===== src/rtl/demux_l1.sv =====
// ---------------------------------------------------------------------------
// demux_l1 -- level-1 receive-side demultiplexer of the mux tree.
//
// Each input lane carries alternating words: even word first, odd word
// second. Every lane re-pairs its words and presents each pair on two
// output lanes in the same cycle. If a pair stays half-collected for
// TIMEOUT idle cycles, the held even word is flushed out on its own.
//
// Parameters
//   WIDTH    data width of every lane
//   TIMEOUT  idle cycles in HOLD before a partial pair is flushed (0 = never)
//   CNT_W    idle counter width, 2**CNT_W > TIMEOUT
//
// Ports
//   clk                   rising-edge clock
//   reset                 asynchronous active-low reset
//   Entrada0/1            lane-0/1 input word
//   validEntrada0/1       lane-0/1 word valid this cycle
//   Salida0/1             lane-0 even/odd word
//   Salida2/3             lane-1 even/odd word
//   validSalida0..3       one-cycle qualifiers for the matching Salida
//   flush0/1              one-cycle pulse: lane-0/1 partial pair flushed
// ---------------------------------------------------------------------------

// Single-lane pairing engine: EMPTY/HOLD FSM plus the idle-timeout counter.
module demux_l1_lane #(
    parameter int WIDTH   = 8,
    parameter int TIMEOUT = 4,
    parameter int CNT_W   = 3
) (
    input  logic             clk,
    input  logic             reset,
    input  logic [WIDTH-1:0] data,
    input  logic             valid,
    output logic [WIDTH-1:0] even,
    output logic [WIDTH-1:0] odd,
    output logic             valid_even,
    output logic             valid_odd,
    output logic             flush
);

    localparam logic [0:0] ST_EMPTY = 1'b0;
    localparam logic [0:0] ST_HOLD  = 1'b1;

    logic [0:0]       state;
    logic [WIDTH-1:0] hold;
    logic [CNT_W-1:0] idle_cnt;
    logic             expire;

    // The current idle cycle is the TIMEOUT-th one in a row, so the partial
    // pair is flushed on this edge. A valid word in the same cycle takes
    // priority in the FSM below and completes the pair instead.
    assign expire = (TIMEOUT > 0) && (idle_cnt == CNT_W'(TIMEOUT - 1));

    // NOTE: every register here, the hold word included, is plain flops, not
    // a memory, so all of it is cleared by reset; a reset mid-pair therefore
    // discards the held word. Non-blocking assignments keep each flop's next
    // value based on the pre-edge state regardless of statement order.
    always_ff @(posedge clk or negedge reset) begin
        if (!reset) begin
            state      <= ST_EMPTY;
            hold       <= '0;
            idle_cnt   <= '0;
            even       <= '0;
            odd        <= '0;
            valid_even <= 1'b0;
            valid_odd  <= 1'b0;
            flush      <= 1'b0;
        end else begin
            // Qualifiers are single-cycle pulses; data outputs keep their value.
            valid_even <= 1'b0;
            valid_odd  <= 1'b0;
            flush      <= 1'b0;
            case (state)
                ST_EMPTY: begin
                    if (valid) begin
                        hold     <= data;
                        idle_cnt <= '0;
                        state    <= ST_HOLD;
                    end
                end
                ST_HOLD: begin
                    if (valid) begin
                        even       <= hold;
                        odd        <= data;
                        valid_even <= 1'b1;
                        valid_odd  <= 1'b1;
                        state      <= ST_EMPTY;
                    end else if (expire) begin
                        even       <= hold;
                        valid_even <= 1'b1;
                        flush      <= 1'b1;
                        state      <= ST_EMPTY;
                    end else if (idle_cnt != {CNT_W{1'b1}}) begin
                        // Saturate so a disabled timeout never wraps around.
                        idle_cnt <= idle_cnt + CNT_W'(1);
                    end
                end
                default: state <= ST_EMPTY;
            endcase
        end
    end

endmodule

module demux_l1 #(
    parameter int WIDTH   = 8,
    parameter int TIMEOUT = 4,
    parameter int CNT_W   = 3
) (
    input  logic             clk,
    input  logic             reset,
    input  logic [WIDTH-1:0] Entrada0,
    input  logic             validEntrada0,
    input  logic [WIDTH-1:0] Entrada1,
    input  logic             validEntrada1,
    output logic [WIDTH-1:0] Salida0,
    output logic [WIDTH-1:0] Salida1,
    output logic [WIDTH-1:0] Salida2,
    output logic [WIDTH-1:0] Salida3,
    output logic             validSalida0,
    output logic             validSalida1,
    output logic             validSalida2,
    output logic             validSalida3,
    output logic             flush0,
    output logic             flush1
);

    // The two lanes share nothing but clock and reset.
    demux_l1_lane #(.WIDTH(WIDTH), .TIMEOUT(TIMEOUT), .CNT_W(CNT_W)) u_lane0 (
        .clk        (clk),
        .reset      (reset),
        .data       (Entrada0),
        .valid      (validEntrada0),
        .even       (Salida0),
        .odd        (Salida1),
        .valid_even (validSalida0),
        .valid_odd  (validSalida1),
        .flush      (flush0)
    );

    demux_l1_lane #(.WIDTH(WIDTH), .TIMEOUT(TIMEOUT), .CNT_W(CNT_W)) u_lane1 (
        .clk        (clk),
        .reset      (reset),
        .data       (Entrada1),
        .valid      (validEntrada1),
        .even       (Salida2),
        .odd        (Salida3),
        .valid_even (validSalida2),
        .valid_odd  (validSalida3),
        .flush      (flush1)
    );

endmodule


===== config.mk =====
export PLATFORM = sky130hd
export DESIGN_NAME = demux_l1
export DESIGN_NICKNAME = d
export VERILOG_FILES = /design/src/rtl/demux_l1.sv
export SDC_FILE = /design/constraint.sdc
export NUM_CORES = 1
export LEC_CHECK = 0
export ABC_AREA = 1
export ABC_CLOCK_PERIOD_IN_PS = 2400
export BUFFER_PORTS_ARGS = -buffer_cell sky130_fd_sc_hd__buf_2
export CORE_MARGIN = 1
export CORE_UTILIZATION = 50
export DETAILED_ROUTE_END_ITERATION = 16
export GPL_TIMING_DRIVEN = 0
export PLACE_DENSITY_LB_ADDON = 0.15
export SETUP_SLACK_MARGIN = 0.15
export SLEW_MARGIN = 5
export SYNTH_ARGS = -nofsm -noshare
export SYNTH_HDL_FRONTEND = slang
export SYNTH_SLANG_ARGS = --single-unit

===== constraint.sdc =====
create_clock -name clk -period 2.4 [get_ports clk]
set_input_delay 0.12 -clock clk [delete_from_list [all_inputs] [get_ports clk]]
set_output_delay 0.12 -clock clk [all_outputs]
set_load 0.02 [all_outputs]

* Word-level counts from Yosys, hierarchy flattened
Index checks and enable logic that the tools add are counted.
Storage, ports and cells: input port bits 20, register bits after elaboration 62, logic and storage cells 76
Operators by class: $add $sub $neg 2, equality and inequality tests 12, muxes and demuxes 34, bitwise gates (word level) 2, reduce and logical (&&, ||, !) cells 10
Operators by type and width (number):
- 2-to-1 mux 8 bit | 4
- 2-to-1 mux 3 bit | 8
- 2-to-1 mux 1 bit | 18
- inequality test 2 bit, second input constant | 8
- one-hot mux 3 bit (2 select lines) | 2
- AND reduction 2 bit | 6
- AND reduction 4 bit | 2
- adder 3 x 1 -> 3 bit, second input constant | 2
- == test 3 x 2 -> 1 bit, second input constant | 2
- inequality test 3 bit, second input constant | 2
- one-hot mux 1 bit (2 select lines) | 2
- nonzero test 2 bit | 2
- inverter 1 bit | 2

* Depth between registers and ports, before layout
Gate-level depths: netlist (run 1).
word-level depth 5, depth in mapped cells 6, depth with buffers taken out 6

* Modules after synthesis
From an unflattened synthesis (run 1), not the netlist that was laid out.
Second synthesis, totals: cells, all modules 254, area, all modules 2562.5 µm²
Modules (own cells, without submodules):
- demux_l1_lane | instances 2, cells an instance 127, area each 1281.2 µm²

* Worst setup path after synthesis (run 1)
No wires, ideal clock.
path kind reg-to-reg, from register u_lane0.idle_cnt[0], to register u_lane0.even[5], clock period less this slack 1.411 ns, path slack 0.989 ns, arrival time 1.337 ns, path buffers 1, cell stages (with the launch flop) 7, path through dfrtp_1 ha_1 ha_1 o21ai_4 buf_6 nand2_1 o21ai_2
On the way: word-level cells in the longest chain between the ends 3
RTL lines:
- start, declared | RTL line 47 | logic [CNT_W-1:0] idle_cnt;
- start signal, assigned | RTL line 96 | idle_cnt <= idle_cnt + CNT_W'(1);
- == test 3 x 2 -> 1 bit | RTL line 53 | assign expire = (TIMEOUT > 0) && (idle_cnt == CNT_W'(TIMEOUT - 1));
- nonzero test 2 bit (no line)
- AND reduction 2 bit (no line)
- end signal, assigned | RTL line 84 | even <= hold;
- end signal, assigned | RTL line 90 | even <= hold;
- end, declared | RTL line 35 | output logic [WIDTH-1:0] even,
No other way between the ends. A chain may end at the register's enable or synchronous reset.

* Worst setup path after layout (run 1)
Same ends and word-level chain as after synthesis.

==> impl_metrics.csv, run 1 <==
group,metric,value,unit
logic_synthesis,synth_top_cells_by_area,"dfrtp_1 61%, nand2_1 9.4%, o21ai_0 6.3%",
power,p_int,2.34,mW
logic_synthesis,yosysTopAreaCell,"dfrtp_1",
drt,avgViaCountPerCell,4.74,
placement,portBuffers,57,
timing,period_share,66.0,%
cts,cts.repair.resized,0,
floorplanning,dieArea,5380,um^2
placement,placed_cells,378,
global_route,grt_first_pass_wirelength,7.87,mm
critical_path,cp-end-kind,"flop",
logic_synthesis,seq_area_frac_synth,60.9,%
floorplanning,initial_core_util,52.9,%
hold_path,hold_path.class,"in -> reg",
placement,pre_cts_ws,0.824,ns
finish,drive_above_1_share,29.4,%
logic_synthesis,synth-seq-cells,62,
power,p_sw_share,38.0,%
cts,cts.clk_slew.worst_paths,0.06,ns
logic_synthesis,synth_cells,254,
floorplanning,core,4820,um^2
timing,tns,0,ns
timing,hold_violations,0,
cts,root_buffer,"clkbuf_8",
timing,finalWorstSetupSlack,0.816,ns
finish,synthToLayoutAreaGrowth,21.8,%
timing,relSlewSlack,48.5,%
floorplanning,die_x,73.4,um
power,power_frac_clock,21.6,%
critical_path,worstPathArrival,1.84,ns
power,power_density,1210,nW/um^2
cts,htree_levels,3,
global_route,grt_usage,20.3,%
timing,skew,0.00470,ns
finish,layout.cells.non_filler,393,
drt,drc,0,
power,p_seq_share,43.4,%
floorplanning,rows,25,
drt,finalWirelength,4.95,mm
logic_synthesis,synth_xor_area_share,0,%
placement,place_congestion,0.726,
drt,wl_per_cell,12.6,um
power,p_switching,1.43,mW
timing,drv_slew,0,
global_route,grt_overflow_total,0,
critical_path,crit_path_start_kind,"flop",
flow_run,drv_cap,0,
timing,hold_ws,0.0179,ns
global_route,grt_max_degree,63,
timing,setup_viol,0,
finish,nNetsFinal,353,
critical_path,critical_path_class,"reg -> reg",
logic_synthesis,synthAdderAreaFrac,4.91,%
cts,postCtsSetupBuffers,0,
critical_path,path_max_fanout,10,
drt,first_iter_violations,76,
cts,clock_sinks,62,
logic_synthesis,yosysWarnings,0,
timing,final.min_clock_period,1.58,ns
finish,diodes,0,
logic_synthesis,synth_top_family_by_area,"simple AND/OR/NAND/NOR gates",
logic_synthesis,avgSynthCellArea,10.0,um^2
power,comb_power_share,35.0,%
floorplanning,ioPinCount,58,
global_route,antenna_found_initial,0,
logic_synthesis,synth-compound-area-share,13.1,%
finish,layout.cells.most_common_list,"64 x nand2_1, 62 x dfrtp_1, 60 x buf_2",
logic_synthesis,syn-num-nets,284,
logic_synthesis,synthMuxAreaShare,0,%
power,vdd.ir_drop.worst,0.000491,V
cts,clock_latency,0.33,ns
outcome,outcome,"complete, no violations",
timing,max_freq,631,MHz
critical_path,critPathRequiredTime,2.66,ns
cts,clk_path_buf_depth,2,
logic_synthesis,synth-simple-area-share,13.3,%
logic_synthesis,synth_top_area_share,60.9,%
cts,hold_buffers,1,
logic_synthesis,netlist_area,2550,um^2
power,total_power,3.77,mW
finish,final_common_cell,"nand2_1",
global_route,grt_pass1_vias,1737,
placement,place_hpwl,3.40,mm
finish,fillers,452,
floorplanning,die_y,73.4,um
drt,vias,1863,
power,p_leak,1.67,nW
logic_synthesis,synth.distinct_cells,13,
drt,postRouteAntennaNets,0,
timing,grt_setup_unrepaired,"false",
drt,firstDrtPassIters,4,
cts,cts_buffers,9,
timing,worst_pin_slew,0.772,ns
cts,cts_tree,"yes",
==> cell families after synthesis <==
family | count (synthesis)
AO/OA/AOI/OAI | 50
adder cells (fa/ha/maj) | 10
buffers and inverters | 48
AND/OR/NAND/NOR | 84
flip-flops | 62
==> metrics by stage <==
step           cell area (um^2)  utilization, %
2_1_floorplan              2550               -
3_3_place_gp               2920            60.5
3_5_place_dp               2920            60.6
4_1_cts                    3100            64.4
5_1_grt                    3100            64.4
6_report                   3100            64.4
==> worst max-delay path, cell delays in order, from the launching register on <==
cell     delay (ns)
dfrtp_1        0.40
ha_1           0.24
ha_1           0.25
o21ai_4        0.28
buf_6          0.22
nand2_1        0.08
o21ai_2        0.05
==> power by group through the flow <==
stage	clock network [mW]	registers, mW	logic [mW]
2_1_floorplan	0	1.91	0.619
3_3_place_gp	0	1.64	1.30
3_5_place_dp	0	1.65	1.33
4_1_cts	0.837	1.64	1.33
5_1_grt	0.870	1.68	1.47
6_report	0.813	1.64	1.32
==> final timing paths <==
path / cells past startpoint / startpoint / end / slack [ns]
worst min-delay path: 3 / Entrada0[5] / u_lane0.hold[5] / 0.02
worst max-delay path: 6 / u_lane0.idle_cnt[0] / u_lane0.even[5] / 0.82
worst max register to register: 6 / u_lane0.idle_cnt[0] / u_lane0.even[5] / 0.82
min in group asynchronous: 2 / reset / u_lane1.valid_even / 0.41
max in group asynchronous: 2 / reset / u_lane0.hold[5] / 1.47
worst min register to register: 2 / u_lane1.even[2] / u_lane1.even[2] / 0.48
==> synth_stat cells <==
library cell and count:
nand2_1 64, dfrtp_1 62, inv_1 42, o21ai_0 32, o21ai_2 16, ha_1 10, nor2_1 10, nand4_1 6
buf_2 4, buf_6 2, nand2_2 2, nand3_1 2, o21ai_4 2
==> state kept, by name, indices dropped and copies added (netlist names) <==
register	count
u_lane0.even	8
u_lane0.flush	1
u_lane0.hold	8
u_lane0.idle_cnt	3
u_lane0.odd	8
u_lane0.state	1
u_lane0.valid_even	1
u_lane0.valid_odd	1
u_lane1.even	8
u_lane1.flush	1
u_lane1.hold	8
u_lane1.idle_cnt	3
u_lane1.odd	8
u_lane1.state	1
u_lane1.valid_even	1
u_lane1.valid_odd	1
==> layer usage <==
layer	up-vias	wire, um	GRT usage, %
li1	929	-	-
met1	881	2370	26.5
met2	44	2220	31.1
met3	9	249	5.35
met4	0	112	10.9
met5	-	0	0
==> area by class of cell <==
type	count	area [um^2]	share of cell area, %
clock buffers	13	169	5.44
inverters	42	158	5.08
well taps	67	83.8	2.70
clock inverters	1	5.00	0.161
flip-flops and latches	62	1550	50.0
repair buffers	58	298	9.60
multi-input cells	144	796	25.6
plain buffers	6	42.5	1.37
Note: power is estimated with default switching activity, not from simulation.
==> run 2: changes to the inputs <==
--- a/config.mk
+++ b/config.mk
@@ -6,7 +6,7 @@
 export NUM_CORES = 1
 export LEC_CHECK = 0
 export ABC_AREA = 1
-export ABC_CLOCK_PERIOD_IN_PS = 2400
+export ABC_CLOCK_PERIOD_IN_PS = 1630
 export BUFFER_PORTS_ARGS = -buffer_cell sky130_fd_sc_hd__buf_2
 export CORE_MARGIN = 1
 export CORE_UTILIZATION = 50
==> constraint.sdc (replaced) <==
create_clock -name clk -period 1.63 [get_ports clk]
set_input_delay 0.0815 -clock clk [delete_from_list [all_inputs] [get_ports clk]]
set_output_delay 0.0815 -clock clk [all_outputs]
set_load 0.02 [all_outputs]
==> run 2 against run 1 <==
Against the previous run: clock power rose by 48%; final cell count rose by 6.1%; register-to-register slack got worse by 0.63 ns; clock skew rose by 0.00062 ns; worst hold slack got worse by 0.0045 ns; count of clock-buffer cells in the layout did not move; die area did not move; critical endpoint unchanged; highest routed layer unchanged.
==> impl_metrics.csv, run 2 (synthesis gave the netlist of run 1 again) <==
group,metric,value,unit
floorplanning,die_x,73.4,um
cts,cts_tree,"yes",
floorplanning,rows,25,
cts,cts.clk_slew.worst_paths,0.06,ns
drt,avgViaCountPerCell,4.74,
finish,synthToLayoutAreaGrowth,32.4,%
finish,regArea,1550,um^2
critical_path,crit_chain,"ha_1 > ha_1 > o21ai_4 > buf_8 > nand2_1 > o21ai_2",
drt,drc,0,
placement,place_hpwl,3.40,mm
critical_path,worstPathArrival,1.71,ns
finish,layout.cells.most_common_list,"63 x nand2_1, 60 x buf_2, 60 x dfrtp_1",
finish,diodes,0,
drt,vias,1975,
timing,final.min_clock_period,1.45,ns
critical_path,crit_path_start_kind,"flop",
cts,clock_latency,0.33,ns
timing,max_freq,691,MHz
outcome,outcome,"complete, no violations",
timing,skew,0.00532,ns
finish,fillers,409,
critical_path,worst-path-buf-inv,1,
finish,design_area,3370,um^2
timing,drv_slew,0,
cts,cts_buffers,9,
power,total_power,5.73,mW
floorplanning,die_y,73.4,um
critical_path,cp-end-kind,"flop",
global_route,grt_overflow_total,0,
drt,first_iter_violations,82,
global_route,grt_pass1_vias,1837,
cts,clock_sinks,62,
floorplanning,dieArea,5380,um^2
timing,setup_viol,0,
hold_path,hold_path.class,"in -> reg",
power,power_density,1700,nW/um^2
critical_path,critPathRequiredTime,1.89,ns
critical_path,critical_path_class,"reg -> reg",
drt,firstDrtPassIters,4,
finish,nNetsFinal,377,
cts,root_buffer,"clkbuf_8",
floorplanning,initial_core_util,52.9,%
critical_path,crit_top_cell,"ha_1",
global_route,antenna_found_initial,0,
global_route,grt_max_degree,63,
timing,relSlewSlack,48.7,%
floorplanning,ioPinCount,58,
timing,hold_violations,0,
critical_path,cpLargestDelayFamily,"adder cells",
drt,wl_per_cell,13.1,um
cts,clk_path_buf_depth,2,
timing,worst_pin_slew,0.769,ns
power,vdd.ir_drop.worst,0.000739,V
critical_path,slowest_stage,"dfrtp_1",
global_route,grt_usage,21.6,%
timing,tns,0,ns
critical_path,critPathMaxStageDelay,0.40,ns
placement,portBuffers,57,
power,p_leak,1.78,nW
floorplanning,core,4820,um^2
finish,drive_above_1_share,31.7,%
timing,period_share,88.8,%
placement,dpl-instance-area,2920,um^2
timing,grt_setup_unrepaired,"true",
flow_run,drv_cap,0,
drt,finalWirelength,5.45,mm
finish,final_common_cell,"nand2_1",
drt,postRouteAntennaNets,0,
placement,place_congestion,0.726,
global_route,grt_first_pass_wirelength,8.34,mm
critical_path,path_max_fanout,10,
finish,multiInputGateArea,811,um^2
cts,htree_levels,3,
-- run 2: cell count changes in the layout (fill, tap and decap cells not counted), sizes merged --
cell         delta
buf             +6
dlygate4sd3    +17
clkbuf          +1
-- run 2: worst paths after layout --
check,start,end,slack (ns),cells past startpoint
max in group asynchronous,reset,u_lane0.state,0.70,2
max reg2reg,u_lane0.idle_cnt[0],u_lane0.even[5],0.18,6
min,validEntrada1,u_lane1.flush,0.01,2
min reg2reg,u_lane1.even[2],u_lane1.even[2],0.48,2
min in group asynchronous,reset,u_lane1.odd[2],0.38,2
max,u_lane0.idle_cnt[0],u_lane0.even[5],0.18,6
-- run 2: worst register-to-register path: cells and delay by family, from the launching register on --
family / cells / cell delay [ns]
buffers and inverters: 1 / 0.18
AND/OR/NAND/NOR: 1 / 0.07
flip-flops: 1 / 0.40
AO/OA/AOI/OAI: 2 / 0.24
adder cells (fa/ha/maj): 2 / 0.49
-- run 2: metrics by stage --
step           hold WS [ns]  std cells  setup slack (ns)  utilization, %
5_1_grt              0.0168        417             0.125            70.0
6_report             0.0134        417             0.182            70.0
2_1_floorplan        -0.214        254             0.219               -
3_3_place_gp          0.307        378            0.0904            60.5
4_1_cts             0.00607        415             0.151            68.8
3_5_place_dp          0.213        378            0.0542            60.6
-- run 2: final cells by class --
cell class | count | share of cell area (%)
Sequential cell | 62 | 46.1
Multi-Input combinational cell | 144 | 24.0
Timing Repair Buffer | 82 | 16.1
Clock buffer | 13 | 5.01
Inverter | 42 | 4.68
Tap cell | 67 | 2.49
Buffer | 6 | 1.48
Clock inverter | 1 | 0.148
-- run 2: report_power, final --
group / total [mW] / switching, mW / internal (mW) / leakage, nW
Clock: 1.20 / 0.544 / 0.658 / 0.0914
Sequential: 2.42 / 0.306 / 2.12 / 0.777
Combinational: 2.10 / 1.31 / 0.791 / 0.914
Total: 5.73 / 2.16 / 3.56 / 1.78
-- run 2: per-layer routing --
metal	vias up	track usage, %	share of wire, %
met3	9	5.21	4.1
li1	980	-	-
met1	941	27.6	47
met5	-	0	0
met4	0	10.9	2.1
met2	45	34.5	47
-- run 2: what timing repair did --
action | 4_1_cts | 5_1_grt
hold buffers | 18 | 0
endpoints found under the hold margin | 90 | 0
pin swaps | 2 | 1
cloned | 0 | 1
endpoints found under the setup margin | 16 | 45
gates resized for setup | 1 | 10
buffers inserted | 5 | 1
==> run 3: changes to the inputs <==
--- a/config.mk
+++ b/config.mk
@@ -5,7 +5,6 @@
 export SDC_FILE = /design/constraint.sdc
 export NUM_CORES = 1
 export LEC_CHECK = 0
-export ABC_AREA = 1
 export ABC_CLOCK_PERIOD_IN_PS = 1630
 export BUFFER_PORTS_ARGS = -buffer_cell sky130_fd_sc_hd__buf_2
 export CORE_MARGIN = 1
@@ -13,7 +12,6 @@
 export DETAILED_ROUTE_END_ITERATION = 16
 export GPL_TIMING_DRIVEN = 0
 export PLACE_DENSITY_LB_ADDON = 0.15
-export SETUP_SLACK_MARGIN = 0.15
 export SLEW_MARGIN = 5
 export SYNTH_ARGS = -nofsm -noshare
 export SYNTH_HDL_FRONTEND = slang
==> run 3 against run 2 <==
Against the previous run: the flow now finishes with violations (setup timing); setup slack got worse by 0.19 ns; global-route usage fell by 1.1 points; via count fell by 18%.
==> impl_metrics.csv, run 3 <==
group,metric,value,unit
outcome,outcome,"complete, but fails checks",
outcome,failed_checks,"setup timing",
logic_synthesis,synth_edf_count,0,
critical_path,rr_worst_depth,4,
drt,drc,0,
placement,place_congestion,0.845,
power,p_sw_share,32.2,%
logic_synthesis,synth.distinct_cells,20,
power,p_switching,1.87,mW
logic_synthesis,netlist_area,2520,um^2
finish,design_area,3440,um^2
global_route,grt_usage,20.5,%
critical_path,critPathRequiredTime,1.87,ns
timing,hold_violations,0,
finish,synthToLayoutAreaGrowth,36.8,%
timing,drv_slew,0,
logic_synthesis,synth_cells,166,
timing,hold_ws,0.0216,ns
logic_synthesis,synth-seq-cells,62,
logic_synthesis,synthArstFlopShare,100,%
placement,pre_cts_ws,-0.151,ns
logic_synthesis,avgSynthCellArea,15.2,um^2
logic_synthesis,syn-num-nets,196,
finish,final_common_cell,"dfrtp_1",
logic_synthesis,yosysWarnings,0,
timing,period_share,101,%
placement,portBuffers,57,
power,power_frac_clock,25.1,%
global_route,antenna_found_initial,0,
drt,avgViaCountPerCell,4.96,
timing,finalWorstSetupSlack,-0.00887,ns
timing,final.min_clock_period,1.64,ns
cts,clock_sinks,62,
finish,layout.cells.most_common_list,"62 x dfrtp_1, 56 x buf_2, 33 x mux2_2",
drt,finalWirelength,4.72,mm
cts,clock_latency,0.32,ns
critical_path,path_max_fanout,5,
timing,max_freq,610,MHz
critical_path,cp-end-kind,"flop",
power,vdd.ir_drop.worst,0.00112,V
drt,vias,1618,
cts,root_buffer,"clkbuf_8",
timing,worst_pin_slew,0.752,ns
timing,relSlewSlack,49.9,%
finish,diodes,0,
power,p_seq_share,40.3,%
logic_synthesis,netlist_top_cells_count,"62 x dfrtp_1, 33 x mux2_2, 16 x mux2_1",
logic_synthesis,yosysMostFrequentCell,"dfrtp_1",
floorplanning,die_y,72.9,um
floorplanning,core,4790,um^2
floorplanning,die_x,72.9,um
floorplanning,rows,25,
cts,clk_path_buf_depth,2,
power,p_leak,1.59,nW
global_route,grt_max_degree,63,
timing,setup_viol,1,
hold_path,hold_path.class,"in -> reg",
logic_synthesis,yosysTopAreaCell,"dfrtp_1",
hold_path,worst_hold_path.num_cells,2,
logic_synthesis,synth_top_area_share,61.7,%
critical_path,worstPathArrival,1.88,ns
timing,grt_setup_unrepaired,"true",
logic_synthesis,ys.flop_type,"dfrtp_1",
floorplanning,ioPinCount,58,
critical_path,critical_path_class,"reg -> reg",
critical_path,crit_path_start_kind,"flop",
logic_synthesis,synth_top_cells_by_area,"dfrtp_1 62%, mux2_2 15%, mux2_1 7.2%",
logic_synthesis,seq_area_frac_synth,61.7,%
floorplanning,initial_core_util,52.6,%
power,power_density,1690,nW/um^2
global_route,grt_overflow_total,0,
drt,wl_per_cell,14.5,um
power,comb_power_share,34.5,%
drt,first_iter_violations,51,
placement,dpl-instance-area,2900,um^2
cts,cts_buffers,9,
global_route,grt_pass1_vias,1654,
global_route,grt_first_pass_wirelength,7.91,mm
finish,nNetsFinal,285,
flow_run,drv_cap,0,
drt,postRouteAntennaNets,0,
cts,cts_tree,"yes",
floorplanning,dieArea,5320,um^2
finish,drive_above_1_share,52.9,%
cts,cts.clk_slew.worst_paths,0.06,ns
power,p_int,3.94,mW
timing,skew,0.00737,ns
cts,htree_levels,3,
drt,firstDrtPassIters,4,
placement,place_hpwl,3.31,mm
==> run 3: cell types whose count changed after synthesis, sizes merged, moves of 6 or more <==
cell / previous run / this run
mux2: 0 / 49
nand4: 6 / 0
o21ai: 50 / 2
inv: 42 / 7
nor2: 10 / 4
nand2: 66 / 11
o211ai: 0 / 6
==> run 3: layer usage <==
layer  up-vias  GRT usage (%)  routed length [um]
met1       792           23.7                1990
met4         0           10.7                 111
li1        758              -                   -
met2        56           34.9                2410
met3        12           5.80                 207
met5         -              0                   0
==> run 3: cells by family (layout without fill, tap and decap cells) <==
| logic type | count (synthesis) | count (layout) | synth area share [%] |
|---|---|---|---|
| muxes | 49 | 49 | 21.9 |
| buffers and inverters | 14 | 107 | 2.59 |
| DFF | 62 | 62 | 61.7 |
| AOI/OAI and AO/OA | 12 | 12 | 4.82 |
| adders and majority gates | 10 | 10 | 4.97 |
| and+or+nand+nor | 19 | 19 | 4.03 |
==> run 3: what timing repair did <==
| action | 4_1_cts | 5_1_grt |
|---|---|---|
| endpoints found under the hold margin | 18 | 64 |
| pin swaps | 4 | 2 |
| endpoints found under the setup margin | 38 | 14 |
| gates resized for setup | 12 | 4 |
| hold buffers | 12 | 3 |
| buffers inserted | 6 | 3 |
==> run 3: worst max-delay path, cell delays in order (launching register included) <==
cell	delay [ns]
dfrtp_1	0.42
ha_4	0.19
ha_4	0.18
or4b_4	0.58
o221ai_2	0.19
==> run 3: path summary, 6_finish.rpt <==
check                      slack (ns)                 from                   to
max                            -0.009  u_lane1.idle_cnt[0]  u_lane1.idle_cnt[2]
min                              0.02          Entrada0[4]      u_lane0.hold[4]
max reg2reg                    -0.009  u_lane1.idle_cnt[0]  u_lane1.idle_cnt[2]
min reg2reg                      0.48      u_lane1.hold[7]      u_lane1.even[7]
max in group asynchronous        0.76                reset      u_lane1.even[4]
min in group asynchronous        0.36                reset       u_lane0.odd[2]
==> run 3: cell type report <==
| class | count | area (um^2) |
|---|---|---|
| well taps | 67 | 83.8 |
| multi-input cells | 90 | 998 |
| repair buffers | 81 | 531 |
| clock buffers | 11 | 151 |
| plain buffers | 4 | 30.0 |
| fillers | 325 | 1340 |
| clock inverters | 4 | 70.1 |
| flip-flops and latches | 62 | 1550 |
| inverters | 7 | 26.3 |
==> run 3: power by group through the flow <==
| stage | Combinational (mW) | Clock (mW) | Sequential, mW |
|---|---|---|---|
| 2_1_floorplan | 0.721 | 0 | 2.77 |
| 3_3_place_gp | 1.68 | 0 | 2.32 |
| 3_5_place_dp | 1.76 | 0 | 2.37 |
| 4_1_cts | 1.97 | 1.49 | 2.34 |
| 5_1_grt | 2.16 | 1.59 | 2.41 |
| 6_report | 2.01 | 1.46 | 2.34 |
==> run 3: per-stage QoR <==
stage	utilization (%)	setup TNS [ns]	cells	power, mW
after floorplan	-	0	166	3.49
after CTS	70.1	0	320	5.80
after detailed placement	60.5	-3.10	290	4.13
after global routing	71.9	-0.120	326	6.16
final	71.9	-0.00887	326	5.81
after global placement	60.5	-1.13	290	3.99
